File: src/rtl/mascota_pkg.sv
// Shared types for the pet controller: arbiter FSM states, action codes
// and the cooldown-length helper.
package mascota_pkg;

    typedef enum logic [1:0] {
        S_IDLE = 2'd0,
        S_REQ  = 2'd1,
        S_WAIT = 2'd2,
        S_COOL = 2'd3
    } state_t;

    // Codes double as one-hot pend masks: bit0 comida, bit1 medicina.
    localparam logic [1:0] ACT_NONE     = 2'b00;
    localparam logic [1:0] ACT_COMIDA   = 2'b01;
    localparam logic [1:0] ACT_MEDICINA = 2'b10;

    function automatic int unsigned cool_len(input int unsigned cycles,
                                             input int unsigned div,
                                             input logic        test);
        int unsigned q;
        if (!test || div == 0) return cycles;
        q = cycles / div;
        return (q == 0) ? 1 : q;
    endfunction

endpackage

File: src/rtl/action_arbiter_rise_detect.sv
// One-bit rising-edge detector on a debounced level, registered previous value.
module rise_detect (
    input  logic clk,
    input  logic reset,
    input  logic din,
    output logic rise
);

    logic prev;

    // NOTE: prev resets to 1 so a button held through reset release gives no edge.
    always_ff @(posedge clk) begin
        if (!reset) prev <= 1'b1;
        else        prev <= din;
    end

    assign rise = din & ~prev;

endmodule

File: src/rtl/action_arbiter.sv
// Arbitrates food/medicine button presses into one action at a time, with
// handshake, completion timeout and a cooldown (shortened in test mode).
module action_arbiter
    import mascota_pkg::*;
#(
    parameter int unsigned COOLDOWN_CYCLES = 50000000,
    parameter int unsigned TEST_DIV        = 10,
    parameter int unsigned TIMEOUT_CYCLES  = 100000000
) (
    input  logic       clk,
    input  logic       reset,
    input  logic       test_db,
    input  logic       comida_db,
    input  logic       medicina_db,
    input  logic       act_ready,
    input  logic       act_done,
    output logic       act_valid,
    output logic [1:0] act_code,
    output logic       test_mode,
    output logic       busy,
    output logic [1:0] pend,
    output logic       err
);

    localparam int unsigned MAX_CYCLES =
        (COOLDOWN_CYCLES > TIMEOUT_CYCLES) ? COOLDOWN_CYCLES : TIMEOUT_CYCLES;
    localparam int CNT_W = $clog2(MAX_CYCLES + 1);

    state_t           state;
    logic [CNT_W-1:0] cnt;
    logic [1:0]       last_grant;
    logic [1:0]       next_grant;
    logic [1:0]       pend_set;
    logic [1:0]       pend_clr;
    logic             test_rise;
    logic             comida_rise;
    logic             medicina_rise;

    rise_detect u_test_rise     (.clk(clk), .reset(reset), .din(test_db),     .rise(test_rise));
    rise_detect u_comida_rise   (.clk(clk), .reset(reset), .din(comida_db),   .rise(comida_rise));
    rise_detect u_medicina_rise (.clk(clk), .reset(reset), .din(medicina_db), .rise(medicina_rise));

    assign pend_set = {medicina_rise, comida_rise};
    assign busy     = (state != S_IDLE);

    always_comb begin
        pend_clr = 2'b00;
        if (state == S_REQ && act_ready) pend_clr = act_code;

        next_grant = ACT_MEDICINA;
        if (pend == 2'b11)
            next_grant = (last_grant == ACT_COMIDA) ? ACT_MEDICINA : ACT_COMIDA;
        else if (pend[0])
            next_grant = ACT_COMIDA;
    end

    always_ff @(posedge clk) begin
        if (!reset) begin
            state      <= S_IDLE;
            act_valid  <= 1'b0;
            act_code   <= ACT_NONE;
            test_mode  <= 1'b0;
            pend       <= 2'b00;
            err        <= 1'b0;
            cnt        <= '0;
            last_grant <= ACT_MEDICINA;
        end else begin
            // A new press landing on its own clear keeps the flag set.
            pend <= (pend & ~pend_clr) | pend_set;
            if (test_rise) test_mode <= ~test_mode;

            case (state)
                S_IDLE: begin
                    if (|pend) begin
                        state      <= S_REQ;
                        act_valid  <= 1'b1;
                        act_code   <= next_grant;
                        last_grant <= next_grant;
                    end
                end
                S_REQ: begin
                    if (act_ready) begin
                        state     <= S_WAIT;
                        act_valid <= 1'b0;
                        act_code  <= ACT_NONE;
                        cnt       <= '0;
                    end
                end
                S_WAIT: begin
                    if (act_done || cnt == CNT_W'(TIMEOUT_CYCLES - 1)) begin
                        if (!act_done) err <= 1'b1;
                        state <= S_COOL;
                        cnt   <= CNT_W'(cool_len(COOLDOWN_CYCLES, TEST_DIV, test_mode));
                    end else begin
                        cnt <= cnt + CNT_W'(1);
                    end
                end
                S_COOL: begin
                    if (cnt <= CNT_W'(1)) begin
                        state <= S_IDLE;
                        cnt   <= '0;
                    end else begin
                        cnt <= cnt - CNT_W'(1);
                    end
                end
                default: state <= S_IDLE;
            endcase
        end
    end

endmodule

File: config.mk
export PLATFORM = sky130hd
export DESIGN_NAME = action_arbiter
export DESIGN_NICKNAME = d
export VERILOG_FILES = /design/src/rtl/mascota_pkg.sv /design/src/rtl/action_arbiter_rise_detect.sv /design/src/rtl/action_arbiter.sv
export SDC_FILE = /design/constraint.sdc
export NUM_CORES = 1
export LEC_CHECK = 0
export CORE_ASPECT_RATIO = 0.5
export CORE_MARGIN = 4
export CORE_UTILIZATION = 25
export CTS_CLUSTER_SIZE = 16
export DETAILED_ROUTE_END_ITERATION = 16
export PLACE_DENSITY = 0.43
export SLEW_MARGIN = 15
export SYNTH_ARGS = -nofsm -noshare
export SYNTH_HDL_FRONTEND = slang
export SYNTH_SLANG_ARGS = --single-unit
File: constraint.sdc
create_clock -name clk -period 2.7 [get_ports clk]
set_input_delay 0.54 -clock clk [delete_from_list [all_inputs] [get_ports clk]]
set_output_delay 0.54 -clock clk [all_outputs]
set_load 0.02 [all_outputs]
==> results.yml <==
sta:
  timing.hold.ws_ns: 0.5068
  tightest_slew_ns: 0.5690
  hold_viol: 0
  fin_crit_sh: 0.9077
  maxSlewViolCount: 0
  max_clock_freq_mhz: 408.0
  clock-skew-final_ns: 0.004246
  slew-limit-headroom: 0.6166
  rsz0062_at_grt: "no"
  tns_ns: 0
  setup_viol: 0
  finalCriticalPeriod_ns: 2.451
cells_and_area:
  utilization: 0.3267
  drive_gt1_frac: 0.1356
  final_nets: 449
  seqCellArea_um2: 820.8
  multi_input_area_mm2: 0.001977
  nFillCells: 1238
  final_area_mm2: 0.003675
  syn_to_final_growth_pct: 24.98
  n_antenna_cell: 0
pwr:
  combPwrFrac: 0.488
  power.density_mw_per_mm2: 766.9
  pwr-share-seq: 0.264
  leakagePower_nw: 1.441
  p_clk_frac: 0.249
  p_int_mw: 1.634
  p_sw_mw: 1.185
  switching_share: 0.4203
  total_power_mw: 2.818
  peakVddDrop_mv: 0.2996
setup_path:
  start_kind: "register"
  endpoint_kind: "register"
  crit_chain: "ha_1, and3_1, nand4_1, o21a_1, buf_12, o21a_1, o21ai_0, o221ai_1"
  crit_top_cell: "o21a_1"
  max_stage_delay_ns: 0.48
  critPathKind: "reg -> reg"
  cp_data_required_time_ns: 2.86
  ff2ff_path_depth: 8
  crit_slowest_cell: "dfxtp_1"
  arrival_ns: 2.61
  worst-path-max-fanout: 9
clock_network:
  htreeDepth: 2
  cts_buffers: 5
  cts_buffer_depth: 2
  clk_latency_ns: 0.29
  clk_pin_slew_ns: 0.06
  ctsResizeCount: 0
  postCtsSetupBuffers: 0
  cts_num_sinks: 41
  cts_tree: "built"
  hold_buffers: 0
  clockRootBuffer: "clkbuf_16"
yosys:
  synthCells: 398
  ys_types: 61
  ys_top_cells_by_count: "dfxtp_1 (41), nor2_1 (35), nand2_1 (32), o21ai_0 (32), a21oi_1 (26)"
  synth_area_leaders: "dfxtp_1 (28%), o21ai_0 (5.4%), nor2_1 (4.5%)"
  seq_area_frac_synth: 0.2791
  ys.flop_type: "dfxtp_1"
  synth_area_per_cell_um2: 7.388
  synth.cell_area_mm2: 0.002940
  ys_warn_count: 0
  synth_nets: 413
  ys_ff_latch: 41
  synth_top_area_cell: "dfxtp_1"
  synth_top_area_share: 0.2791
  async_reset_ff_frac: 0
  synth_edf_count: 0
  synth_most_common_cell: "dfxtp_1"
floorplan:
  die_area_mm2: 0.01367
  start_util: 0.2614
  row_count: 27
  core_area_mm2: 0.01125
  die_h_um: 84.69
  dieWidth_um: 161.4
  pin_count: 15
worst_hold_path:
  hold_class: "reg -> reg"
  hold-path-cell-count: 2
drt:
  wl_per_cell_um: 17.23
  wirelength_mm: 10.24
  viasPerCell: 5.397
  drc: 0
  first_iter_violations: 285
  ant_nets: 0
  via_count: 3206
  dr.pass1.iters: 7
global_route:
  antenna_found_initial: 0
  grt_pass1_wl_mm: 16.29
  grt_max_degree: 26
  grt-ovfl-total: 0
  grt_pass1_vias: 2959
  grt_usage: 0.1504
placed_design:
  postPlaceCellArea_mm2: 0.003502
  gp_congestion: 0.7990
  io_buffers: 14
  place_hpwl_mm: 7.537
job:
  maxCapViolations: 0
status:
  status: "finished clean"
stage by stage:
stage / worst slack [ns] / std cells
after floorplan: 0.3712 / 398
after global placement: 0.1317 / 586
after detailed placement: 0.09993 / 586
after CTS: 0.2058 / 594
after global routing: 0.05434 / 594
final: 0.2491 / 594
logic make-up after synthesis:
kind of cell               Yosys count  share of synthesized area
xor gates and xnor gates            12                    0.03574
and+or+nand+nor                    179                     0.3243
DFF                                 41                     0.2791
adders and majority gates            8                    0.03404
muxes                                3                    0.01021
buffers and inverters               35                    0.05191
AOI/OAI and AO/OA                  120                     0.2647
registers in the layout, indices dropped and copies added, names as in the netlist:
signal,cells
pend,2
u_test_rise.prev,1
state,2
act_valid,1
act_code,2
err,1
u_medicina_rise.prev,1
last_grant,2
test_mode,1
cnt,27
u_comida_rise.prev,1
layer usage:
| layer | vias to the layer above | global-route usage | share of wire |
|---|---|---|---|
| met1 | 1497 | 0.2253 | 0.52 |
| met5 | - | 0 | 0 |
| met4 | 0 | 0.04567 | 0.019 |
| met3 | 19 | 0.02501 | 0.060 |
| met2 | 132 | 0.2177 | 0.41 |
| li1 | 1558 | - | - |
layout by cell type, fill, tap and decap left out, types with 7 or more instances in the layout:
master,instances
nand4_1,8
dfxtp_1,41
ha_1,8
nor4_1,10
inv_1,8
a31oi_1,9
o21ai_0,32
nand3_1,15
nand2_1,32
nor2b_1,13
nor3_1,22
clkdlybuf4s50_1,14
buf_4,40
and3_1,10
nor2_1,35
a21oi_1,26
xnor2_1,7
final timing paths:
check | from | to | slack (ns)
worst min-delay path | err | err | 0.51
worst min register to register | err | err | 0.51
worst max-delay path | cnt[0] | cnt[17] | 0.25
worst max register to register | cnt[0] | cnt[17] | 0.25
power groups by stage:
| stage | clock network, mW | logic [mW] | registers (mW) |
|---|---|---|---|
| 6_report | 0.700 | 1.37 | 0.743 |
| 5_1_grt | 0.743 | 1.51 | 0.751 |
| 4_1_cts | 0.722 | 1.36 | 0.741 |
| 3_5_place_dp | 0 | 1.35 | 0.755 |
| 3_3_place_gp | 0 | 1.36 | 0.757 |
| 2_1_floorplan | 0 | 0.840 | 0.731 |
worst max-delay path, delay by kind of cell (launching register included):
kind	cells	cell delay, ns
AO/OA/AOI/OAI	4	0.79
AND/OR/NAND/NOR	2	0.62
flip-flops	1	0.48
adder cells (fa/ha/maj)	1	0.25
buffers and inverters	1	0.17
area by class of cell:
cell class | count | share of cell area
repair buffers | 56 | 0.1307
clock inverters | 2 | 0.01056
well taps | 159 | 0.05414
inverters | 8 | 0.008172
flip-flops and latches | 41 | 0.2234
clock buffers | 6 | 0.03507
multi-input cells | 322 | 0.5380
Note: power is estimated with default switching activity, not from simulation.
